$ cat src/rtl/gauss5_pkg.sv
// Shared constants, types and width helpers for the 5x5 binomial filter.
// Latency: n/a (package only).
// Backpressure: n/a (package only).
//
// Contents: kernel taps and their sum, normalising shift and rounding
// constant, TUSER bit positions, marker bundle type, width functions.
package gauss5_pkg;

  // 1-4-6-4-1 binomial taps, applied vertically then horizontally.
  localparam int K_T0 = 1;
  localparam int K_T1 = 4;
  localparam int K_T2 = 6;
  localparam int K_T3 = 4;
  localparam int K_T4 = 1;

  // One 1-D pass multiplies the pixel range by the tap sum (16), so each
  // pass adds log2(16) = 4 bits and the 2-D kernel normalises by >> 8.
  localparam int KSUM   = K_T0 + K_T1 + K_T2 + K_T3 + K_T4;
  localparam int KBITS  = $clog2(KSUM);
  localparam int KSHIFT = 2 * KBITS;
  localparam int KROUND = 1 << (KSHIFT - 1);

  // TUSER bit positions, shared by the slave and master sides.
  localparam int TU_SOL = 0;
  localparam int TU_SOF = 1;

  // Row/frame markers carried alongside each pixel through the pipeline.
  typedef struct packed {
    logic sof;
    logic sol;
    logic eol;
  } mark_t;

  function automatic int vsum_w(input int pd);
    return pd + KBITS;
  endfunction

  function automatic int hsum_w(input int pd);
    return pd + 2 * KBITS;
  endfunction

endpackage

$ cat src/rtl/wsum5.sv
// Five-input 1-4-6-4-1 weighted sum built only from shifts and adds.
// Latency: combinational.
// Backpressure: none (pure function of its inputs).
//
// Ports: i_a0..i_a4 operands in tap order, o_sum weighted sum (IW+4 bits,
// wide enough for 16 * (2^IW - 1), so it cannot overflow).
module wsum5 #(
  parameter int IW = 4,
  parameter int OW = IW + 4
) (
  input  logic [IW-1:0] i_a0,
  input  logic [IW-1:0] i_a1,
  input  logic [IW-1:0] i_a2,
  input  logic [IW-1:0] i_a3,
  input  logic [IW-1:0] i_a4,
  output logic [OW-1:0] o_sum
);

  logic [OW-1:0] w_e0;
  logic [OW-1:0] w_e1;
  logic [OW-1:0] w_e2;
  logic [OW-1:0] w_e3;
  logic [OW-1:0] w_e4;

  // Zero-extend first so every shifted partial product keeps its top bits.
  assign w_e0 = OW'(i_a0);
  assign w_e1 = OW'(i_a1);
  assign w_e2 = OW'(i_a2);
  assign w_e3 = OW'(i_a3);
  assign w_e4 = OW'(i_a4);

  // 6*x is formed as 4*x + 2*x.
  assign o_sum = w_e0
               + (w_e1 << 2)
               + (w_e2 << 2) + (w_e2 << 1)
               + (w_e3 << 2)
               + w_e4;

endmodule

$ cat src/rtl/gauss5_window.sv
// 5x5 binomial (Gaussian) filter over padded columns from a 5-row line buffer.
// Latency: 3 cycles from the beat completing a window to its output pixel.
// Backpressure: single global enable; a held output stalls every stage and drops s_tready.
//
// Ports:
//   clock, resetn        - clock, asynchronous active-low reset
//   s_tvalid/s_tready    - input column handshake
//   s_tuser[1:0]         - [0] first column of padded row, [1] first row of frame
//   in_d0..in_d4         - column taps, top to bottom
//   o_pix                - filtered pixel
//   m_tvalid/m_tready    - output handshake
//   m_tuser[1:0]         - [0] first pixel of row, [1] first pixel of frame
//   m_tlast              - last pixel of row
module gauss5_window
  import gauss5_pkg::*;
#(
  parameter int pix_depth   = 4,
  parameter int frame_width = 10
) (
  input  logic                 clock,
  input  logic                 resetn,
  input  logic                 s_tvalid,
  output logic                 s_tready,
  input  logic [1:0]           s_tuser,
  input  logic [pix_depth-1:0] in_d0,
  input  logic [pix_depth-1:0] in_d1,
  input  logic [pix_depth-1:0] in_d2,
  input  logic [pix_depth-1:0] in_d3,
  input  logic [pix_depth-1:0] in_d4,
  output logic [pix_depth-1:0] o_pix,
  output logic                 m_tvalid,
  input  logic                 m_tready,
  output logic [1:0]           m_tuser,
  output logic                 m_tlast
);

  localparam int VW   = vsum_w(pix_depth);
  localparam int HW   = hsum_w(pix_depth);
  localparam int NCOL = frame_width + 4;
  localparam int CW   = $clog2(NCOL);

  // ---------------------------------------------------------------------
  // Handshake
  // ---------------------------------------------------------------------
  logic r_run;
  logic r_mvld;
  logic w_adv;
  logic w_acc;

  // The whole pipeline freezes only while an output is offered and refused.
  assign w_adv    = !(r_mvld && !m_tready);
  assign s_tready = r_run && w_adv;
  assign w_acc    = s_tvalid && s_tready;

  always_ff @(posedge clock or negedge resetn) begin
    if (!resetn) begin
      r_run <= 1'b0;
    end else begin
      r_run <= 1'b1;
    end
  end

  // ---------------------------------------------------------------------
  // Column tracking
  // ---------------------------------------------------------------------
  logic [CW-1:0] r_col;      // column index the next accepted beat will take
  logic [CW-1:0] w_cidx;     // column index of the beat on the bus now
  logic          r_sync;     // a row marker has been seen since reset
  logic          r_sof_row;  // current row started with a frame marker
  logic          w_sof_cur;

  // A row marker forces column 0 wherever the counter was, which is what
  // discards a partial row: the window must refill from five new columns
  // before the index reaches 4 again.
  assign w_cidx    = s_tuser[TU_SOL] ? '0 : r_col;
  assign w_sof_cur = (w_cidx == '0) ? (s_tuser[TU_SOL] && s_tuser[TU_SOF])
                                    : r_sof_row;

  always_ff @(posedge clock or negedge resetn) begin
    if (!resetn) begin
      r_col     <= '0;
      r_sync    <= 1'b0;
      r_sof_row <= 1'b0;
    end else if (w_acc) begin
      r_col <= (w_cidx == CW'(NCOL - 1)) ? '0 : w_cidx + CW'(1);
      if (s_tuser[TU_SOL]) begin
        r_sync <= 1'b1;
      end
      if (w_cidx == '0) begin
        r_sof_row <= s_tuser[TU_SOL] && s_tuser[TU_SOF];
      end
    end
  end

  // ---------------------------------------------------------------------
  // S1: vertical sum and column tag
  // ---------------------------------------------------------------------
  logic [VW-1:0] w_vsum;
  logic [VW-1:0] r1_v;
  logic          r1_vld;     // a column was accepted: shift the window
  logic          r1_ok;      // column belongs to a row that began with a marker
  logic [CW-1:0] r1_cidx;
  logic          r1_sof;

  wsum5 #(.IW(pix_depth), .OW(VW)) u_vsum (
    .i_a0  (in_d0),
    .i_a1  (in_d1),
    .i_a2  (in_d2),
    .i_a3  (in_d3),
    .i_a4  (in_d4),
    .o_sum (w_vsum)
  );

  always_ff @(posedge clock or negedge resetn) begin
    if (!resetn) begin
      r1_v    <= '0;
      r1_vld  <= 1'b0;
      r1_ok   <= 1'b0;
      r1_cidx <= '0;
      r1_sof  <= 1'b0;
    end else if (w_adv) begin
      r1_vld <= w_acc;
      if (w_acc) begin
        r1_v    <= w_vsum;
        r1_ok   <= r_sync || s_tuser[TU_SOL];
        r1_cidx <= w_cidx;
        r1_sof  <= w_sof_cur;
      end
    end
  end

  // ---------------------------------------------------------------------
  // S2: window shift and horizontal sum
  // ---------------------------------------------------------------------
  // Only the four newest columns are kept: the oldest one drops out in the
  // same shift that brings r1_v in, so the sum is taken over {r_win, r1_v}
  // and registered together with the shift.
  logic [VW-1:0] r_win [0:3];
  logic [HW-1:0] w_hsum;
  logic [HW-1:0] r2_h;
  logic          r2_vld;
  mark_t         r2_mk;

  wsum5 #(.IW(VW), .OW(HW)) u_hsum (
    .i_a0  (r_win[0]),
    .i_a1  (r_win[1]),
    .i_a2  (r_win[2]),
    .i_a3  (r_win[3]),
    .i_a4  (r1_v),
    .o_sum (w_hsum)
  );

  always_ff @(posedge clock or negedge resetn) begin
    if (!resetn) begin
      for (int i = 0; i < 4; i++) begin
        r_win[i] <= '0;
      end
      r2_h   <= '0;
      r2_vld <= 1'b0;
      r2_mk  <= '0;
    end else if (w_adv) begin
      r2_vld <= r1_vld && r1_ok && (r1_cidx >= CW'(4));
      if (r1_vld) begin
        r_win[0]  <= r_win[1];
        r_win[1]  <= r_win[2];
        r_win[2]  <= r_win[3];
        r_win[3]  <= r1_v;
        r2_h      <= w_hsum;
        r2_mk.sol <= (r1_cidx == CW'(4));
        r2_mk.sof <= (r1_cidx == CW'(4)) && r1_sof;
        r2_mk.eol <= (r1_cidx == CW'(NCOL - 1));
      end
    end
  end

  // ---------------------------------------------------------------------
  // S3: round, normalise and present
  // ---------------------------------------------------------------------
  // (h + 128) >> 8 is bounded by 2^pix_depth - 1 because the kernel sums to
  // 256, so truncating to pix_depth bits never loses information.
  logic [pix_depth-1:0] r_pix;
  mark_t                r_mk;

  always_ff @(posedge clock or negedge resetn) begin
    if (!resetn) begin
      r_mvld <= 1'b0;
      r_pix  <= '0;
      r_mk   <= '0;
    end else if (w_adv) begin
      r_mvld <= r2_vld;
      r_mk   <= r2_vld ? r2_mk : '0;
      if (r2_vld) begin
        r_pix <= pix_depth'((r2_h + HW'(KROUND)) >> KSHIFT);
      end
    end
  end

  assign o_pix           = r_pix;
  assign m_tvalid        = r_mvld;
  assign m_tuser[TU_SOL] = r_mk.sol;
  assign m_tuser[TU_SOF] = r_mk.sof;
  assign m_tlast         = r_mk.eol;

endmodule

$ cat config.mk
export PLATFORM = sky130hd
export DESIGN_NAME = gauss5_window
export DESIGN_NICKNAME = d
export VERILOG_FILES = /design/src/rtl/gauss5_pkg.sv /design/src/rtl/wsum5.sv /design/src/rtl/gauss5_window.sv
export SDC_FILE = /design/constraint.sdc
export NUM_CORES = 1
export LEC_CHECK = 0
export CORE_ASPECT_RATIO = 1.2
export CORE_MARGIN = 4
export CORE_UTILIZATION = 58
export CTS_CLUSTER_DIAMETER = 80
export CTS_CLUSTER_SIZE = 14
export DETAILED_ROUTE_END_ITERATION = 6
export PLACE_DENSITY = 0.79
export SLEW_MARGIN = 20
export SYNTH_ARGS = -nofsm -noshare
export SYNTH_HDL_FRONTEND = slang
export SYNTH_HIERARCHICAL = 1
export SYNTH_SLANG_ARGS = --single-unit
$ cat constraint.sdc
create_clock -name clock -period 6.9 [get_ports clock]
set_clock_uncertainty 0.15 [all_clocks]
set_input_delay 1.38 -clock clock [delete_from_list [all_inputs] [get_ports clock]]
set_output_delay 1.38 -clock clock [all_outputs]
set_load 0.05 [all_outputs]
Yosys cells after proc, flatten, opt, wreduce, memory -nomap -nowiden
Index checks and enable logic that the tools add are counted.

Add/subtract/negate cells: 12. $lt $le $gt $ge: 1. Eq/ne operators: 3. Reductions and logical operators: 15. Multiplexer cells: 4. Bitwise operators: 1.

Operators by type and width (number): adder 12 x 10 -> 12 bit (2); adder 8 x 6 -> 8 bit (2); adder 12 x 8 -> 12 bit (1); adder 12 x 8 -> 12 bit, second input constant (1); adder 12 x 9 -> 12 bit (1); adder 8 x 10 -> 11 bit (1); adder 8 x 4 -> 8 bit (1); adder 8 x 5 -> 8 bit (1); == test 4 bit, second input constant (2); 2-to-1 mux 4 bit (2); AND reduction 2 bit (4); adder 4 x 6 -> 7 bit (1); logical AND 1 bit (7); adder 4 x 1 -> 4 bit, second input constant (1); == test 4 x 3 -> 1 bit, second input constant (1); greater-or-equal comparator 4 x 3 -> 1 bit, second input constant (1); logical NOT 4 bit (1); 2-to-1 mux 3 bit (1); logical NOT 1 bit (2); logical OR 1 bit (1); 2-to-1 mux 1 bit (1); NOT 1 bit (1).

Input bits: 26. Register bits after elaboration: 78. Logic and storage cells: 59.

Longest topological paths before layout
Word-level depth: 6. Gate-level depth with buffers: 13. Mapped depth without buffers: 13.

Cells and area by module
Netlist, hierarchy kept.

Modules (own cells, without submodules): gauss5_window (area each 3004.1 sq um, sequential area each 1776.7 sq um, cells an instance 201, instances 1); wsum5 at u_hsum (area each 1244.9 sq um, sequential area each 0.0 sq um, cells an instance 147, instances 1); wsum5 at u_vsum (area each 536.8 sq um, sequential area each 0.0 sq um, cells an instance 55, instances 1).

Worst setup path before layout
Ideal clock, no wire load.

Kind: in2reg. From: input port in_d0[3]. To: register r1_v[7]. Arrival: 4.143 ns. Stages on the path: 12. Library setup time: 0.125 ns. Path buffers: 0. Path slack: 2.481 ns. Cell sequence: fa_1 inv_1 fa_1 fa_1 inv_1 ha_1 inv_1 fa_1 nand2b_1 a21oi_2 xor2_1 mux2_4.

Word-level cells in the longest chain between the ends: 5.

Ends and longest elaborated chain: start, declared (RTL line gauss5_window.sv:25) `input logic [pix_depth-1:0] in_d0,`; adder 4 x 6 -> 7 bit (RTL line wsum5.sv:34) `+ (w_e1 << 2)`; adder 8 x 6 -> 8 bit (RTL line wsum5.sv:35) `+ (w_e2 << 2) + (w_e2 << 1)`; adder 8 x 5 -> 8 bit (RTL line wsum5.sv:35); adder 8 x 6 -> 8 bit (RTL line wsum5.sv:36) `+ (w_e3 << 2)`; adder 8 x 4 -> 8 bit (RTL line wsum5.sv:37) `+ w_e4;`; net w_vsum[7] (RTL line gauss5_window.sv:98) `logic [VW-1:0] w_vsum;`; end signal, assigned (RTL line gauss5_window.sv:124) `r1_v <= w_vsum;`; end, declared (RTL line gauss5_window.sv:99) `logic [VW-1:0] r1_v;`.

The timed path passes the listed nets, and every way through them passes these cells. A chain may end at the register's enable or synchronous reset.

Final worst setup path
From: input port m_tready. To: output port s_tready.

Word-level cells in the longest chain between the ends: 4.

Ends and longest elaborated chain: start, declared (RTL line gauss5_window.sv:32) `input logic m_tready,`; logical NOT 1 bit (RTL line gauss5_window.sv:51) `assign w_adv = !(r_mvld && !m_tready);`; logical AND 1 bit (RTL line gauss5_window.sv:51); logical NOT 1 bit (RTL line gauss5_window.sv:51); logical AND 1 bit (RTL line gauss5_window.sv:52) `assign s_tready = r_run && w_adv;`; end, declared (RTL line gauss5_window.sv:23) `output logic s_tready,`.

Every way passes these cells.

==> out/summary.log <==
qor: critical_path.end_kind output pin
qor: flow_run.cap_viol_max_count 0
qor: die.core.rowCount 35
qor: drt.drt-wirelength-per-cell 14.2 um
qor: critical_path.path_cells clkdlybuf4s50_1 > nand2b_2 > and2_1 > clkdlybuf4s50_1
qor: die.die_y 107 um
qor: final_layout.post_route_cells_drive_above_1_share 0.163
qor: drt.first_iter_violations 107
qor: clocking.cts.reportedPaths.clkPinSlew 80 ps
qor: timing.final.min_clock_period 4630 ps
qor: critical_path.max_stage_delay 790 ps
qor: critical_path.reg2reg_setup_slack 3020 ps
qor: hold_path.worstHoldPathType flip-flop to flip-flop
qor: clocking.tritoncts done
qor: global_route.grt_pass1_vias 2991
qor: placed_design.place_congestion 0.859
qor: timing.max_freq 0.216 GHz
qor: critical_path.crit_path_top_delay_cell sky130_fd_sc_hd__clkdlybuf4s50_1
qor: timing.hold_violations 0
qor: die.design.die.area 0.00972 mm^2
qor: global_route.grt.overflow.total 0
qor: global_route.grt_antenna_before_repair 0
qor: timing.final_max_slew_viol_count 0
qor: critical_path.crit_required 5370 ps
qor: drt.detail_route.wirelength 7620 um
qor: timing.worstMarginPinSlew 874 ps
qor: clocking.ctsHoldBuffers 0
qor: die.fp.dieW 90.7 um
qor: drt.detailed_routing_iterations_pass_1 4
qor: timing.worst_hold_slack 321 ps
qor: timing.finalSetupViolCount 0
qor: global_route.grt_first_pass_wirelength 13500 um
qor: final_layout.syn_to_final_growth 13.0%
qor: run_status.outcome complete, no violations
qor: clocking.insertion_delay 350 ps
qor: clocking.cts_buffer_depth 2
qor: drt.post_detailed_route_drc_marker_count 0
qor: logic_synthesis.syn-num-nets 492
qor: clocking.cts_post_setup_buffers_inserted 0
qor: timing.setup_ws 2270 ps
qor: clocking.cts_htree_levels 3
qor: clocking.ctsResizeCount 0
qor: placed_design.preCtsSetupSlack 1910 ps
qor: logic_synthesis.synth.cell_area 0.00476 mm^2
qor: final_layout.post-route-cell-area 0.00537 mm^2
qor: die.fp.coreArea 0.00784 mm^2
qor: timing.rsz0062_at_grt no
qor: clocking.clock-root-buffer sky130_fd_sc_hd__clkbuf_8
qor: final_layout.diode_insertion_count_for_antenna_repair 0
qor: die.boundaryPins 35
qor: placed_design.dp_hpwl 5700 um
qor: final_layout.nNetsFinal 531
qor: critical_path.path_common_cell sky130_fd_sc_hd__clkdlybuf4s50_1
qor: placed_design.post_dp_cell_area 0.00515 mm^2
qor: timing.layout_worst_path_cycle_share 0.671
qor: clocking.cts_num_sinks 71
qor: final_layout.fill_cells 536
qor: critical_path.type_of_the_setup_path_with_the_least_slack input port to output pin
qor: critical_path.critical-path-top-delay-family buffers and inverters
qor: drt.antenna_left 0
qor: critical_path.cp_num_buf_inv 2
qor: global_route.groute.usage.overall 0.175
qor: global_route.grt_start_max_net_pins 72
qor: clocking.cts_made_buffers 9
qor: logic_synthesis.syn_inst 399
qor: critical_path.critPathMaxFanout 14
qor: timing.max_slew_margin 0.417
qor: logic_synthesis.avgSynthCellArea 11.9 um^2
qor: critical_path.start_kind input port
qor: placed_design.placement.io_buffers 34
qor: timing.final.setup.tns 0 ps
qor: die.effective_utilization_at_floorplan 0.607
qor: drt.via_per_inst 5.22
qor: drt.routed-via-count 2793
qor: logic_synthesis.synth-warning-count 6
qor: final_layout.total_area_of_multi_input_combinational_cells 0.00254 mm^2
qor: final_layout.final-seq-area 0.00178 mm^2
qor: critical_path.arrival 3100 ps
[worst reg2reg max path: stages, from the launching register on]
cell and delay [ps]:
sky130_fd_sc_hd__dfrtp_1 400, sky130_fd_sc_hd__inv_1 100, sky130_fd_sc_hd__fa_1 540, sky130_fd_sc_hd__inv_1 50, sky130_fd_sc_hd__fa_1 480, sky130_fd_sc_hd__inv_1 50, sky130_fd_sc_hd__fa_1 530, sky130_fd_sc_hd__inv_1 70
sky130_fd_sc_hd__fa_1 410, sky130_fd_sc_hd__a21o_1 200, sky130_fd_sc_hd__a21oi_2 210, sky130_fd_sc_hd__o21ai_0 140, sky130_fd_sc_hd__xor2_1 160, sky130_fd_sc_hd__mux2_4 270
[path summary, 6_finish.rpt]
kind / cells after the start / to / from
worst max-delay path: 4 / s_tready / m_tready
worst min-delay path: 1 / r_sync / r_sync
worst max register to register: 13 / r2_h[9] / r_win[11]
worst min register to register: 1 / r_sync / r_sync
max in group asynchronous: 2 / r1_v[4] / resetn
min in group asynchronous: 2 / o_pix[3] / resetn
[state kept, by name (all words and copies together) (netlist names)]
name       flops
r2_vld         1
r2_mk          3
m_tlast        1
r1_ok          1
r2_h           5
m_tvalid       1
r1_sof         1
r_col          4
r_run          1
r_win         32
r_sync         1
r1_cidx        4
r1_v           8
m_tuser        2
o_pix          4
r_sof_row      1
r1_vld         1
[metal layers]
| layer | up-vias | part of all wire | wire, um | global-route usage |
|---|---|---|---|---|
| li1 | 1332 | - | - | - |
| met1 | 1406 | 0.44 | 3380 | 0.219 |
| met2 | 46 | 0.51 | 3900 | 0.299 |
| met3 | 9 | 0.032 | 241 | 0.0386 |
| met4 | 0 | 0.013 | 97 | 0.0646 |
| met5 | - | 0 | 0 | 0 |
[layout by cell type (no fill, tap or decap), types with 2 or more instances in the layout]
cell and count:
sky130_fd_sc_hd__inv_1 97, sky130_fd_sc_hd__dfrtp_1 71, sky130_fd_sc_hd__fa_1 42, sky130_fd_sc_hd__mux2_4 38, sky130_fd_sc_hd__clkdlybuf4s50_1 33, sky130_fd_sc_hd__ha_1 25, sky130_fd_sc_hd__nand2_1 19, sky130_fd_sc_hd__mux2_1 10
sky130_fd_sc_hd__nand3_1 9, sky130_fd_sc_hd__o21ai_0 9, sky130_fd_sc_hd__clkbuf_8 9, sky130_fd_sc_hd__a21oi_1 6, sky130_fd_sc_hd__xnor2_1 6, sky130_fd_sc_hd__nor2_1 4, sky130_fd_sc_hd__mux2_2 4, sky130_fd_sc_hd__a21o_1 4
sky130_fd_sc_hd__xor2_1 4, sky130_fd_sc_hd__inv_6 4, sky130_fd_sc_hd__nor2b_1 3, sky130_fd_sc_hd__o31ai_1 3, sky130_fd_sc_hd__a21oi_2 3, sky130_fd_sc_hd__and2_1 2, sky130_fd_sc_hd__and4b_1 2, sky130_fd_sc_hd__nand2b_1 2
sky130_fd_sc_hd__bufinv_16 2, sky130_fd_sc_hd__buf_4 2, sky130_fd_sc_hd__nor3_1 2
[stage by stage]
step,instances,util
after floorplan,399,-
after global placement,519,0.657
after detailed placement,519,0.657
after CTS,535,0.686
after global routing,535,0.686
final,535,0.686
[cell type report]
cell class                 count  share of cell area
multi-input combinational    223               0.473
clock inverter                 7              0.0186
inverter                      97              0.0678
sequential                    71               0.331
clock buffer                   9              0.0231
timing repair buffer          36              0.0652
tap                           92              0.0214
Power is not shown: default switching activity piles up to over one toggle a cycle in this logic, so the estimate is an artifact.
